### config.mk
export PLATFORM = sky130hd
export DESIGN_NAME = mandelbrot_frame_scheduler
export DESIGN_NICKNAME = d
export VERILOG_FILES = /design/src/rtl/mandelbrot_pkg.sv /design/src/rtl/mandelbrot_coord_gen.sv /design/src/rtl/mandelbrot_frame_scheduler.sv
export SDC_FILE = /design/constraint.sdc
export NUM_CORES = 1
export LEC_CHECK = 0
export ABC_AREA = 0
export BUFFER_PORTS_ARGS = -buffer_cell sky130_fd_sc_hd__buf_4
export CAP_MARGIN = 10
export CORE_MARGIN = 10
export CORE_UTILIZATION = 50
export CTS_CLUSTER_DIAMETER = 50
export DETAILED_ROUTE_END_ITERATION = 16
export GPL_TIMING_DRIVEN = 0
export MAX_ROUTING_LAYER = met4
export PLACE_DENSITY = 0.86
export SLEW_MARGIN = 20
export SYNTH_ARGS = -nofsm -noshare
export SYNTH_HDL_FRONTEND = slang
export SYNTH_SLANG_ARGS = --single-unit
### constraint.sdc
create_clock -name clk -period 6.2 [get_ports clk]
set_input_delay 1.24 -clock clk [delete_from_list [all_inputs] [get_ports clk]]
set_output_delay 1.24 -clock clk [all_outputs]
set_load 0.1 [all_outputs]
### src/rtl/mandelbrot_pkg.sv
// Shared types and sizing helpers for the mandelbrot frame scheduler.
// Counter widths are derived from the frame geometry so odd resolutions still fit.
package mandelbrot_pkg;

  typedef enum logic [2:0] {
    IDLE    = 3'd0,
    ISSUE   = 3'd1,
    WAIT_HI = 3'd2,
    WAIT_LO = 3'd3,
    STORE   = 3'd4
  } state_t;

  localparam int H_PIXELS_DEFAULT = 80;
  localparam int V_PIXELS_DEFAULT = 60;

  // A one-pixel dimension still needs a 1-bit counter.
  function automatic int cnt_width(input int n);
    return (n > 1) ? $clog2(n) : 1;
  endfunction

  localparam int X_WIDTH = cnt_width(H_PIXELS_DEFAULT);
  localparam int Y_WIDTH = cnt_width(V_PIXELS_DEFAULT);

endpackage

### src/rtl/mandelbrot_coord_gen.sv
// Raster coordinate generator: walks x/y in row-major order and keeps the
// complex coordinate of the current pixel, accumulated from the latched origin/step.
module mandelbrot_coord_gen
  import mandelbrot_pkg::*;
#(
  parameter int BITWIDTH = 11,
  parameter int H_PIXELS = H_PIXELS_DEFAULT,
  parameter int V_PIXELS = V_PIXELS_DEFAULT
) (
  input  logic                clk,
  input  logic                reset,
  input  logic                load,
  input  logic                advance,
  input  logic [BITWIDTH-1:0] cr_origin,
  input  logic [BITWIDTH-1:0] ci_origin,
  input  logic [BITWIDTH-1:0] step,
  output logic [BITWIDTH-1:0] eng_cr,
  output logic [BITWIDTH-1:0] eng_ci,
  output logic                last_pixel
);

  localparam int XW = cnt_width(H_PIXELS);
  localparam int YW = cnt_width(V_PIXELS);
  localparam logic [XW-1:0] X_LAST = XW'(H_PIXELS - 1);
  localparam logic [YW-1:0] Y_LAST = YW'(V_PIXELS - 1);

  logic [XW-1:0]       x;
  logic [YW-1:0]       y;
  logic [BITWIDTH-1:0] cr_base;
  logic [BITWIDTH-1:0] step_q;

  // Sums wrap modulo 2^BITWIDTH on purpose; the engine treats them as two's complement.
  always_ff @(posedge clk) begin
    if (reset) begin
      x       <= '0;
      y       <= '0;
      eng_cr  <= '0;
      eng_ci  <= '0;
      cr_base <= '0;
      step_q  <= '0;
    end else if (load) begin
      x       <= '0;
      y       <= '0;
      eng_cr  <= cr_origin;
      eng_ci  <= ci_origin;
      cr_base <= cr_origin;
      step_q  <= step;
    end else if (advance) begin
      if (x != X_LAST) begin
        x      <= x + 1'b1;
        eng_cr <= eng_cr + step_q;
      end else begin
        x      <= '0;
        eng_cr <= cr_base;
        y      <= y + 1'b1;
        eng_ci <= eng_ci + step_q;
      end
    end
  end

  assign last_pixel = (x == X_LAST) && (y == Y_LAST);

endmodule

### src/rtl/mandelbrot_frame_scheduler.sv
// Frame scheduler: issues one engine run per pixel, captures each iteration count
// and presents it to the framebuffer writer through a one-entry skid buffer.
module mandelbrot_frame_scheduler
  import mandelbrot_pkg::*;
#(
  parameter int BITWIDTH = 11,
  parameter int CTRWIDTH = 4,
  parameter int H_PIXELS = H_PIXELS_DEFAULT,
  parameter int V_PIXELS = V_PIXELS_DEFAULT
) (
  input  logic                clk,
  input  logic                reset,
  input  logic                start,
  input  logic                abort,
  input  logic [BITWIDTH-1:0] cr_origin,
  input  logic [BITWIDTH-1:0] ci_origin,
  input  logic [BITWIDTH-1:0] step,
  output logic                eng_run,
  output logic [BITWIDTH-1:0] eng_cr,
  output logic [BITWIDTH-1:0] eng_ci,
  input  logic                eng_running,
  input  logic [CTRWIDTH-1:0] eng_ctr,
  output logic                out_valid,
  input  logic                out_ready,
  output logic [CTRWIDTH-1:0] out_data,
  output logic                out_last,
  output logic                busy,
  output logic                frame_done,
  output state_t              state
);

  // Output handshake: a result transfers on every rising edge where out_valid and
  // out_ready are both high; out_valid/out_data/out_last hold steady until then.

  logic                load;
  logic                store_ok;
  logic                last_pixel;
  logic [CTRWIDTH-1:0] result_q;

  // A new frame needs the engine idle and the previous frame fully drained.
  assign load     = (state == IDLE) && start && !eng_running && !busy && !abort;
  assign store_ok = (state == STORE) && (!out_valid || out_ready) && !abort;

  mandelbrot_coord_gen #(
    .BITWIDTH (BITWIDTH),
    .H_PIXELS (H_PIXELS),
    .V_PIXELS (V_PIXELS)
  ) u_coord_gen (
    .clk        (clk),
    .reset      (reset),
    .load       (load),
    .advance    (store_ok),
    .cr_origin  (cr_origin),
    .ci_origin  (ci_origin),
    .step       (step),
    .eng_cr     (eng_cr),
    .eng_ci     (eng_ci),
    .last_pixel (last_pixel)
  );

  always_ff @(posedge clk) begin
    if (reset) begin
      state      <= IDLE;
      eng_run    <= 1'b0;
      out_valid  <= 1'b0;
      out_data   <= '0;
      out_last   <= 1'b0;
      busy       <= 1'b0;
      frame_done <= 1'b0;
      result_q   <= '0;
    end else if (abort) begin
      // Any in-flight engine run is simply abandoned.
      state      <= IDLE;
      eng_run    <= 1'b0;
      out_valid  <= 1'b0;
      busy       <= 1'b0;
      frame_done <= 1'b0;
    end else begin
      eng_run    <= 1'b0;
      frame_done <= 1'b0;
      if (out_valid && out_ready) begin
        out_valid <= 1'b0;
        if (out_last) begin
          frame_done <= 1'b1;
          busy       <= 1'b0;
        end
      end
      case (state)
        IDLE: begin
          if (load) begin
            busy    <= 1'b1;
            eng_run <= 1'b1;
            state   <= ISSUE;
          end
        end
        ISSUE: state <= WAIT_HI;
        WAIT_HI: begin
          if (eng_running) state <= WAIT_LO;
        end
        WAIT_LO: begin
          if (!eng_running) begin
            result_q <= eng_ctr;
            state    <= STORE;
          end
        end
        STORE: begin
          // A refill in the same cycle as an accept overrides the clear above.
          if (store_ok) begin
            out_valid <= 1'b1;
            out_data  <= result_q;
            out_last  <= last_pixel;
            if (last_pixel) begin
              state <= IDLE;
            end else begin
              eng_run <= 1'b1;
              state   <= ISSUE;
            end
          end
        end
        default: state <= IDLE;
      endcase
    end
  end

endmodule

# Word-level counts from Yosys, hierarchy flattened
# Index checks and enable logic that the tools add are counted.
# Widths: inputs -> output; s select.
[word_totals] register_bits=73 out_inout_bits=34 wordCells=82 inputBits=43
[classes] eq_ne=12 muxes=25 reduce_logical=23 add_sub_neg=4 n_bitwise=4
[op_table] operator="$mux 11" n=6
[op_table] operator="$add 11x11->11" n=2
[op_table] operator="$pmux 3 s5" n=1
[op_table] operator="$mux 1" n=12
[op_table] operator="$mux 3" n=4
[op_table] operator="$ne 2x2->1 const B" n=5
[op_table] operator="$logic_and 1x1->1" n=8
[op_table] operator="$add 7x1->7 const B" n=1
[op_table] operator="$eq 7x7->1 const B" n=1
[op_table] operator="$mux 7" n=1
[op_table] operator="$ne 7x7->1 const B" n=1
[op_table] operator="$add 6x1->6 const B" n=1
[op_table] operator="$eq 3x2->1 const B" n=2
[op_table] operator="$eq 6x6->1 const B" n=1
[op_table] operator="$reduce_and 3->1" n=2
[op_table] operator="$logic_not 1->1" n=4
[op_table] operator="$not 1->1" n=4
[op_table] operator="$reduce_and 2->1" n=2
[op_table] operator="$reduce_and 4->1" n=1
[op_table] operator="$reduce_or 2->1" n=2
[op_table] operator="$eq 3x1->1 const B" n=1
[op_table] operator="$eq 3x3->1 const B" n=1
[op_table] operator="$logic_not 3->1" n=1
[op_table] operator="$reduce_or 3->1" n=1
[op_table] operator="3 further kinds" n=3

# Depth between registers and ports, before layout
[logic_depth] depth_word=7 mapped_depth=9 ltp_nobuf=9

# By module
# From an unflattened synthesis, not the netlist that was laid out.
[unflattened] hier_cells=464 area_unflattened_um2=4115.2
[by_module_without_submodules] mod="mandelbrot_coord_gen" seq_area_each_um2=1141.1 area_per_inst_um2=3437.0 cells_per_inst=395 n_inst=1
[by_module_without_submodules] mod="mandelbrot_frame_scheduler" seq_area_each_um2=320.3 area_per_inst_um2=678.2 cells_per_inst=69 n_inst=1

# Worst setup path after synthesis
# Ideal clock, no wire load.
[synth_timing] kind="input-to-reg" start="input port abort" end="register u_coord_gen.eng_cr[7]" setup_slack_ps=3130 path_stages=7 arrival_time_ps=3005 required_ps=6135 path_buffers=1 setup_ps=65 cell_sequence="or4b_4 > or4_4 > buf_6 > nand2_4 > o22ai_1 > or4_1 > nor2_1"
[synth_via] elab_chain_len=3 elab_cells_between_ends=5 cone_classes="mux: 1; reduce/logical: 4"
[synth_rtl] element="start: declaration" line="mandelbrot_frame_scheduler.sv:14" rtl="input logic abort,"
[synth_rtl] element="$logic_not 1->1 *" line="mandelbrot_frame_scheduler.sv:41, mandelbrot_frame_scheduler.sv:42"
[synth_rtl] element="$logic_and 1x1->1 (on tied branches)" line="mandelbrot_frame_scheduler.sv:41, mandelbrot_frame_scheduler.sv:42"
[synth_rtl] element="$mux 11 or $reduce_bool 2->1 (tied branches)"
[synth_rtl] element="end signal: assignment" line="mandelbrot_coord_gen.sv:44" rtl="eng_cr <= cr_origin;"
[synth_rtl] element="end signal: assignment" line="mandelbrot_coord_gen.sv:51" rtl="eng_cr <= eng_cr + step_q;"
[synth_rtl] element="end signal: assignment" line="mandelbrot_coord_gen.sv:54" rtl="eng_cr <= cr_base;"
[synth_rtl] element="end: declaration" line="mandelbrot_coord_gen.sv:17" rtl="output logic [BITWIDTH-1:0] eng_cr,"
# Every way passes the cells marked *; elsewhere a longest branch is shown, timed or not.
# A chain may end at the register's enable or synchronous reset.

# Worst setup path in the final report
[layout_timing] start="input port abort" end="register u_coord_gen.step_q[2]"
[layout_via] elab_chain_len=2
[layout_rtl] element="$logic_not 1->1" line="mandelbrot_frame_scheduler.sv:41" rtl="assign load = (state == IDLE) && start && !eng_running && !busy && !abort;"
[layout_rtl] element="$logic_and 1x1->1" line="mandelbrot_frame_scheduler.sv:41"
[layout_rtl] element="end signal: assignment" line="mandelbrot_coord_gen.sv:47" rtl="step_q <= step;"
[layout_rtl] element="end: declaration" line="mandelbrot_coord_gen.sv:30" rtl="logic [BITWIDTH-1:0] step_q;"
# Every way passes these cells.

==> key figures <==
Status
  – Status: finished clean

Worst setup path
  – CP Max Fanout: 10
  – Worst R2R Path Depth: 7
  – Critical path depth in cells: 7
  – Worst setup path category: input pin to register
  – Crit end category: register
  – Reg2Reg Capture Point: u_coord_gen.eng_ci[3]
  – CP bufs+invs: 3
  – Critical path startpoint category: input pin
  – WP data arrival: 3.91 ns
  – Critical Path RT: 6.48 ns
  – Crit-path leading delay family: simple AND/OR/NAND/NOR gates
  – Worst path cell trace: buf_4, or4b_4, nor4_1, clkbuf_1, buf_2, nand2_1, a21oi_1
  – Slowest CP cell: nor4_1
  – Crit-path max cell delay: 0.83 ns
  – Reg2Reg Launch Point: state[1]
  – Register-to-register setup slack: 3.30 ns

Clock network
  – CTS max path bufs: 2
  – Post-CTS Resized: 0
  – CTS Buf Count: 9
  – CTS tree: done
  – Clk sinks: 73
  – Clk_lat worst skew: 0.35 ns
  – H-Tree Depth: 3
  – Hold buffer count at CTS: 0
  – Clock transition at path regs: 0.09 ns
  – Postcts setup bufs: 0
  – Root Buffer: clkbuf_8

Timing
  – Final setup fails: 0
  – Setup Total Neg Slack: 0 ns
  – Slew Limit Fails: 0
  – Worst slew pin tran: ~1.1 ns
  – Fin crit period: 3.63 ns
  – Hold Fails Final Rpt: 0
  – Fmax: 276 MHz
  – Final period util: 58.5%
  – Smallest hold slack: 0.458 ns
  – Worst rel slew slack: roughly 28%
  – Clk_skew: 0.00984 ns
  – RSZ-0062 raised after global routing: false
  – Setup slack after layout: 2.57 ns

Layout
  – Synthesis-to-finish area growth: 24.1%
  – Share of cells above drive strength 1: 19.1%
  – Number of diodes: 0
  – # fillers: 639
  – Reg area: approximately 0.0015 sq mm
  – Area of the multi-input gates: 0.00229 sq mm
  – Final Net Count: 639
  – Fin util: 62.9%

Min path
  – Worst hold endpoint: u_coord_gen.cr_base[4]
  – HP Start: u_coord_gen.cr_base[4]
  – Hold crit path type: register to register
  – Hold depth: 2

Placed design
  – Final GP Congestion: 0.965
  – Port Buf Inserts: 76
  – Place WS: 2.27 ns
  – DP HPWL: 8.91 mm

Global routing
  – Initial antenna violation count: 0
  – First-pass GRT wire length: slightly below 20 mm
  – Pin count of the biggest net entering global routing: 15
  – Gr ovfl total: 0
  – Global Route Usage Sum: 21.0%
  – Vias in the first global route: 4042

Logic synthesis
  – Top post-synthesis cells by count: nand2_1 (92), dfxtp_1 (73), a21oi_1 (56)
  – Yosys top cell area share: 37.7%
  – Sequential fraction of the synthesis area: a little under two fifths
  – Xor-xnor portion of the synthesized cell area: 4.29%
  – Count leader, synth: nand2_1
  – EDFF count, synth: 0
  – Synth async-reset ratio: 0%
  – Ys Warns: 0
  – Post-synth cell types: 54
  – Mapped Nets: 552
  – Cell count after synthesis: 485
  – Syn Std Cell Area: between 0.003 and 0.004 sq mm
  – Register bit total from synthesis: between 70 and 80
  – Ranking of synthesized cells by area: dfxtp_1 (38%), nand2_1 (8.9%), a21oi_1 (7.2%)
  – Top FF cell, synth: dfxtp_1
  – Simple-gate share of the synthesized area: 24.3%
  – Avg Synthesized Cell Area: 7.99 sq um
  – Largest family of logic cells by synthesized area: simple AND/OR/NAND/NOR gates
  – Multiplexer share of the synthesized area: 1.81%
  – Compound-Gate Fraction of Synth Area: 20.4%
  – Area share of fa/ha/maj cells after synthesis: 8.14%
  – Area leader, netlist: dfxtp_1

Die
  – FP Rows: 32
  – Die Footprint: 0.0117 sq mm
  – Die Span X: 108 microns
  – I/O pin cnt: 77
  – Die Y: 108 microns
  – Initial Util: 50.7%
  – Core Footprint: between 0.007 and 0.008 sq mm

Drt
  – DRT iter0 DRCs: 382
  – Drt wl/cell: 17.8 microns
  – DRC: 0
  – Detail Route Antenna Nets: 0
  – Vias per std cell: 5.91
  – DRT Pass-1 Iters: 5
  – Routed WL: 12.1 mm
  – Via count: 4015

Power
  – Leakage: 1.98 nW
  – Maximum vdd drop: 0.000128 V
  – Pwr/cell area: ~230 mW/mm^2
  – Overall Power: 1.09 mW

Job
  – Max_cap viols: 0
==> worst max path at each step <==
stage / slack (ns) / to / start
after floorplan: 3.13 / u_coord_gen.eng_cr[7] / abort
after global placement: 2.25 / u_coord_gen.eng_cr[10] / abort
after detailed placement: 2.27 / u_coord_gen.step_q[4] / abort
after CTS: 2.63 / u_coord_gen.step_q[4] / abort
after global routing: 2.46 / u_coord_gen.eng_cr[10] / abort
final: 2.57 / u_coord_gen.step_q[2] / abort
==> cells by family after synthesis <==
kind of cell,after synthesis
AO/OA/AOI/OAI,128
XOR/XNOR,19
adder cells (fa/ha/maj),24
buffers and inverters,30
flip-flops,73
multiplexers,7
AND/OR/NAND/NOR,204
==> layout make-up <==
cell class                 count  share of cell area, %
multi-input combinational    382                   47.7
sequential                    73                   30.4
timing repair buffer          76                   11.9
tap                          102                   2.65
clock buffer                   9                   2.58
buffer                        25                   2.26
clock inverter                 7                   2.13
inverter                       5                  0.390
==> power by group <==
group | switching [mW] | internal (mW) | total [mW]
clock | 0.198 | 0.230 | 0.428
combinational | 0.116 | 0.0564 | 0.172
sequential | 0.0117 | 0.481 | 0.493
==> registers in the layout (all words and copies together), names as in the netlist, 3 cells and up <==
| name | count |
|---|---|
| u_coord_gen.y | 6 |
| state | 3 |
| u_coord_gen.cr_base | 11 |
| result_q | 4 |
| u_coord_gen.step_q | 11 |
| out_data | 4 |
| u_coord_gen.x | 7 |
| u_coord_gen.eng_ci | 11 |
| u_coord_gen.eng_cr | 11 |
==> layer usage <==
layer  share of wire [%]  GRT usage [%]  up-vias
met5                   0              -        -
met4                 2.9           9.54        0
met3                 6.5           3.69       34
met2                  50           34.7      177
met1                  41           24.2     1908
li1                    -              -     1896
==> worst reg2reg max path, stage by stage (launching register included) <==
cell      delay, ns
dfxtp_1        0.33
clkbuf_1       0.19
or3b_1         0.44
nor3_2         0.62
nand2_2        0.34
clkbuf_1       0.41
a211oi_1       0.37
nor3_1         0.07
==> layout by cell type, fill, tap and decap left out, types with 9 or more instances in the layout <==
cell	count
nor2_1	52
a211oi_1	11
clkbuf_8	9
nand3_1	10
o21ai_0	20
dfxtp_1	73
a21oi_1	56
nand2_1	92
nor3_1	9
clkbuf_1	18
xnor2_1	12
ha_1	22
buf_4	76
==> metrics by stage <==
step                      instance area [sq um]  instances
after floorplan                            3870        485
after global placement                     4570        663
after detailed placement                   4570        663
after CTS                                  4800        679
after global routing                       4810        679
final                                      4810        679
Power figures use the tool's default switching activity.
